==> src/rtl/sha1_pad.sv <==
`default_nettype none
// +--------------------------------------------------------------------------+
// | sha1_pad : FIPS 180-4 message padding ahead of the SHA-1 compute core.     |
// | Revision : 1.0                                                           |
// +--------------------------------------------------------------------------+
module sha1_pad (
  input  logic         clk,
  input  logic         reset,
  input  logic         in_valid,
  output logic         in_ready,
  input  logic [31:0]  in_data,
  input  logic [2:0]   in_bytes,
  input  logic         in_last,
  output logic         out_valid,
  input  logic         out_ready,
  output logic [511:0] out_block,
  output logic         out_last,
  output logic         busy,
  output logic         err
);

  typedef enum logic [1:0] {
    S_FILL  = 2'd0,
    S_OUT   = 2'd1,
    S_EXTRA = 2'd2
  } state_t;

  state_t             state_q;
  logic [15:0][31:0]  buf_q;
  logic [3:0]         w_q;
  logic [63:0]        len_q;
  logic               pend_q;
  logic               xpad_q;
  logic               out_valid_q;
  logic               out_last_q;
  logic               busy_q;
  logic               err_q;

  logic [2:0]         b_d;
  logic [63:0]        len_d;
  logic [31:0]        mask_d;
  logic [31:0]        padw_d;
  logic [31:0]        dword_d;
  logic [4:0]         p_d;
  logic [15:0][31:0]  fin_d;
  logic [15:0][31:0]  extra_d;

  assign in_ready  = (state_q == S_FILL) && !reset;
  assign out_valid = out_valid_q;
  assign out_block = buf_q;
  assign out_last  = out_last_q;
  assign busy      = busy_q;
  assign err       = err_q;

  // Final-word block: earlier words, masked data plus 0x80 marker, zero fill,
  // and the length in words 14/15 when it still fits (pad index <= 13).
  always_comb begin
    b_d   = (in_bytes > 3'd4) ? 3'd4 : in_bytes;
    len_d = len_q + {58'd0, b_d, 3'b000};
    case (b_d)
      3'd0:    mask_d = 32'h0000_0000;
      3'd1:    mask_d = 32'hFF00_0000;
      3'd2:    mask_d = 32'hFFFF_0000;
      3'd3:    mask_d = 32'hFFFF_FF00;
      default: mask_d = 32'hFFFF_FFFF;
    endcase
    padw_d  = (b_d == 3'd4) ? 32'h0 : (32'h8000_0000 >> {b_d, 3'b000});
    dword_d = (in_data & mask_d) | padw_d;
    p_d     = {1'b0, w_q} + ((b_d == 3'd4) ? 5'd1 : 5'd0);
    fin_d   = '0;
    for (int k = 0; k < 16; k++) begin
      if (5'(k) < {1'b0, w_q})       fin_d[k] = buf_q[k];
      else if (5'(k) == {1'b0, w_q}) fin_d[k] = dword_d;
      else if (5'(k) == p_d)         fin_d[k] = 32'h8000_0000;
      else                           fin_d[k] = 32'h0;
    end
    if (p_d <= 5'd13) begin
      fin_d[14] = len_d[63:32];
      fin_d[15] = len_d[31:0];
    end
    extra_d     = '0;
    extra_d[0]  = xpad_q ? 32'h8000_0000 : 32'h0;
    extra_d[14] = len_q[63:32];
    extra_d[15] = len_q[31:0];
  end

  always_ff @(posedge clk) begin
    if (reset) begin
      state_q     <= S_FILL;
      buf_q       <= '0;
      w_q         <= 4'd0;
      len_q       <= 64'd0;
      pend_q      <= 1'b0;
      xpad_q      <= 1'b0;
      out_valid_q <= 1'b0;
      out_last_q  <= 1'b0;
      busy_q      <= 1'b0;
      err_q       <= 1'b0;
    end else begin
      case (state_q)
        S_FILL: begin
          if (in_valid) begin
            if (in_last) begin
              buf_q       <= fin_d;
              len_q       <= len_d;
              w_q         <= 4'd0;
              busy_q      <= 1'b1;
              state_q     <= S_OUT;
              out_valid_q <= 1'b1;
              out_last_q  <= (p_d <= 5'd13);
              pend_q      <= (p_d > 5'd13);
              xpad_q      <= (p_d == 5'd16);
            end else if (in_bytes < 3'd4) begin
              err_q <= 1'b1;
            end else begin
              buf_q[w_q] <= in_data;
              len_q      <= len_d;
              busy_q     <= 1'b1;
              w_q        <= w_q + 4'd1;
              if (w_q == 4'd15) begin
                state_q     <= S_OUT;
                out_valid_q <= 1'b1;
                out_last_q  <= 1'b0;
              end
            end
          end
        end
        S_OUT: begin
          if (out_ready) begin
            if (pend_q) begin
              buf_q      <= extra_d;
              state_q    <= S_EXTRA;
              out_last_q <= 1'b1;
            end else begin
              state_q     <= S_FILL;
              out_valid_q <= 1'b0;
              out_last_q  <= 1'b0;
              w_q         <= 4'd0;
              if (out_last_q) begin
                len_q  <= 64'd0;
                busy_q <= 1'b0;
              end
            end
          end
        end
        S_EXTRA: begin
          if (out_ready) begin
            state_q     <= S_FILL;
            out_valid_q <= 1'b0;
            out_last_q  <= 1'b0;
            w_q         <= 4'd0;
            len_q       <= 64'd0;
            pend_q      <= 1'b0;
            xpad_q      <= 1'b0;
            busy_q      <= 1'b0;
          end
        end
        default: state_q <= S_FILL;
      endcase
    end
  end

endmodule
`default_nettype wire

==> config.mk <==
export PLATFORM = sky130hd
export DESIGN_NAME = sha1_pad
export DESIGN_NICKNAME = d
export VERILOG_FILES = /design/src/rtl/sha1_pad.sv
export SDC_FILE = /design/constraint.sdc
export NUM_CORES = 1
export LEC_CHECK = 0
export BUFFER_PORTS_ARGS = -buffer_cell sky130_fd_sc_hd__buf_4
export CAP_MARGIN = 20
export CORE_MARGIN = 1
export CORE_UTILIZATION = 50
export CTS_BUF_LIST = sky130_fd_sc_hd__clkbuf_4
export DETAILED_ROUTE_END_ITERATION = 6
export GPL_ROUTABILITY_DRIVEN = 1
export PLACE_DENSITY = 0.71
export SETUP_SLACK_MARGIN = 0.02
export SYNTH_ARGS = -nofsm -noshare
export SYNTH_HDL_FRONTEND = slang
export SYNTH_SLANG_ARGS = --single-unit
==> constraint.sdc <==
create_clock -name clk -period 7.5 [get_ports clk]
set_input_delay 0.75 -clock clk [delete_from_list [all_inputs] [get_ports clk]]
set_output_delay 0.75 -clock clk [all_outputs]
set_load 0.01 [all_outputs]
==> results.py <==
metrics = {
    "logic_synthesis": {
        "synth_top_area_share": 0.458,
        "synthArstFlopShare": 0,
        "syn_avg_cell_area_um2": 8.14,
        "synth.area.top_cells": "dfxtp_1, a22oi_1, nor2_1",
        "dominantRegCellSynth": "dfxtp_1",
        "synth_edf_count": 0,
        "ys_warn_count": 0,
        "synth_top_area_cell": "dfxtp_1",
        "synth-seq-cells": 585,
        "synth_cells": 3142,
        "synth_cell_types": 84,
        "syn_area_um2": 25600,
        "syn-num-nets": 3196,
        "synth-seq-area-share": 0.458,
    },
    "pwr": {
        "p_int_mw": 5.04,
        "p_total_mw": 7.41,
        "worst_ir_drop_vdd_uv": 183,
        "cellPowerDensity_nw_per_um2": 231,
        "seq_power_share": 0.437,
        "switching_share": 0.319,
        "leakage_nw": 12.6,
        "pwr-share-clk": 0.395,
        "p_comb_frac": 0.168,
        "p_switching_mw": 2.37,
    },
    "routing": {
        "via_per_inst": 6.45,
        "drt_iter0_markers": 3659,
        "drt-pass1-iter-count": 7,
        "drc": 1,
        "vias": 28200,
        "wire_per_inst_um": 26.5,
        "wl_um": 116000,
        "drtAntennaViolNets": 0,
    },
    "worst_setup_path": {
        "worstSetupEndpointType": "register",
        "critical-path-top-delay-family": "buffers and inverters",
        "cp.arrival_ps": 5430,
        "timing.rr.start": "state_q[1]",
        "worstReg2RegEnd": "len_q[51]",
        "rr_worst_depth": 11,
        "cp_cell_sequence": "inv_1 > ha_2 > buf_4 > buf_4 > nand2b_1 > o2111ai_2 > buf_4 > or2_2 > nor2_1 > a32oi_1 > a21oi_1",
        "critPathKind": "reg2reg",
        "crit_path_frequent_cell": "buf_4",
        "slowest_delay_ps": 1000,
        "path_buf_inv": 4,
        "start_kind": "register",
        "path_max_fanout": 51,
        "cp_data_required_time_ps": 8420,
        "reg2reg_slack_ps": 2990,
        "critPathSlowestCell": "or2_2",
    },
    "final_layout": {
        "fin_area_um2": 32100,
        "layout-drive-gt1-share": 0.247,
        "final_common_cell": "buf_4",
        "seq_area_um2": 11700,
        "utilization": 0.638,
        "final_nets": 3645,
        "final_cell_mix": "buf_4, dfxtp_1, nor2_1",
        "multi_input_area_um2": 12700,
        "fillers": 4494,
        "area_growth_pct": 25.3,
    },
    "die": {
        "core_um2": 50300,
        "die_w_um": 228,
        "rows": 82,
        "dieArea_um2": 52100,
        "io_pins": 557,
        "die_h_um": 228,
        "start_util": 0.509,
    },
    "clock_network": {
        "clockBufferDepth": 3,
        "numCtsBuffers": 154,
        "htreeDepth": 4,
        "cts-root-buf": "clkbuf_4",
        "cts_setup_buffers": 0,
        "ctsResizeCount": 0,
        "holdBufCountCts": 0,
        "clock_latency_ps": 1070,
        "tritoncts": "built",
        "clkTransAtPathRegs_ps": 70,
        "cts.sinks": 585,
    },
    "placed_design": {
        "place_area_um2": 30000,
        "hpwl_um": 78200,
        "gp_congestion": 1.04,
        "portBuffers": 556,
    },
    "outcome": {
        "violations": "DRC",
        "outcome": "complete, but fails checks",
    },
    "sta": {
        "fin_setup_tns_ps": 0,
        "rsz0062_at_grt": "no",
        "max_freq_mhz": 222,
        "skew_ps": 63.6,
        "finalCritPeriodShare": 0.602,
        "setup_viol_count_final": 0,
        "fin_crit_ps": 4510,
        "slew_headroom": 0.168,
        "slew_violations": 0,
        "tightest_slew_ps": 1250,
        "hold_viol_final": 0,
    },
    "min_path": {
        "min_path_cells": 3,
        "hp-class": "in2reg",
        "hp-start": "in_valid",
        "min_to": "err",
    },
    "grt": {
        "grt_pass1_vias": 26200,
        "grt_pass1_wl_um": 170000,
        "grt_use_total": 0.431,
        "grt_max_degree": 120,
        "antenna_found_initial": 5,
        "grt_overflow": 0,
    },
    "flow_run": {
        "drv_cap": 0,
    },
}
-- flip-flops by register name, indices dropped and copies added, names as in the netlist --
name,count
out_valid,1
pend_q,1
len_q,61
xpad_q,1
state_q,2
err,1
w_q,4
out_last,1
out_block,512
busy,1
-- worst reg2reg max path: cells and delay by family, from the launching register on --
family | cells | cell delay [ps]
AO/OA/AOI/OAI | 3 | 410
adder cells (fa/ha/maj) | 1 | 410
buffers and inverters | 4 | 1870
AND/OR/NAND/NOR | 3 | 1320
flip-flops | 1 | 340
-- synth_stat cells (all sizes together), types with 6 or more instances --
| library cell | count |
|---|---|
| a2111oi | 6 |
| a211oi | 9 |
| a21boi | 6 |
| a21o | 7 |
| a21oi | 284 |
| a221o | 8 |
| a221oi | 43 |
| a222oi | 10 |
| a22o | 7 |
| a22oi | 322 |
| a311oi | 7 |
| a31oi | 28 |
| a41oi | 7 |
| and2 | 49 |
| and3 | 19 |
| and4 | 17 |
| buf | 45 |
| clkbuf | 285 |
| dfxtp | 585 |
| ha | 13 |
| inv | 19 |
| mux2i | 20 |
| nand2 | 207 |
| nand2b | 8 |
| nand3 | 91 |
| nand3b | 11 |
| nand4 | 33 |
| nor2 | 518 |
| nor2b | 17 |
| nor3 | 112 |
| nor3b | 11 |
| nor4 | 20 |
| o211ai | 9 |
| o21ai | 157 |
| o22ai | 18 |
| o31ai | 6 |
| or3 | 31 |
| or4 | 15 |
| xnor2 | 15 |
| xor2 | 11 |
-- per-layer routing --
metal	GRT usage	share of wire	vias to the layer above
li1	-	-	12300
met1	0.536	0.38	13500
met2	0.636	0.43	1963
met3	0.161	0.13	410
met4	0.253	0.061	4
met5	0.00460	0.00024	-
-- worst max-delay path by stage --
stage | start | end | cells after the start
after floorplan | in_bytes[2] | out_block[461] | 13
after global placement | state_q[1] | len_q[51] | 11
after detailed placement | state_q[1] | len_q[51] | 11
after CTS | state_q[1] | len_q[51] | 11
after global routing | state_q[1] | len_q[51] | 11
final | state_q[1] | len_q[51] | 11
-- kinds of logic (layout without fill, tap and decap cells) --
group / count (synthesis) / count (layout) / synth area share
buffers and inverters: 349 / 898 / 0.0538
and+or+nand+nor: 1171 / 1171 / 0.214
DFF: 585 / 585 / 0.458
AOI/OAI and AO/OA: 973 / 973 / 0.249
xor gates and xnor gates: 26 / 26 / 0.00890
muxes: 24 / 24 / 0.00958
adders and majority gates: 14 / 14 / 0.00714
other: 0 / 12 / 0
-- power by group through the flow --
stage	combinational [mW]	sequential, mW	clock [mW]
2_1_floorplan	0.622	3.32	0
3_3_place_gp	1.16	3.30	0
3_5_place_dp	1.18	3.31	0
4_1_cts	1.18	3.24	2.93
5_1_grt	1.29	3.24	3.10
6_report	1.24	3.24	2.93
-- stage by stage --
stage	std cells	hold WS, ps	setup WS (ps)
after global routing	4367	45.4	2890
after CTS	4355	18.8	3230
after detailed placement	4099	446	3240
after global placement	4097	441	3300
final	4375	27.2	2990
after floorplan	3142	456	4070
-- cell type report --
class,count,area share
Clock inverter,36,0.00960
Multi-Input combinational cell,2208,0.395
Timing Repair Buffer,623,0.149
Tap cell,672,0.0262
Inverter,19,0.00222
Clock buffer,220,0.0515
Antenna cell,12,0.000936
Sequential cell,585,0.365
Power figures use the tool's default switching activity.
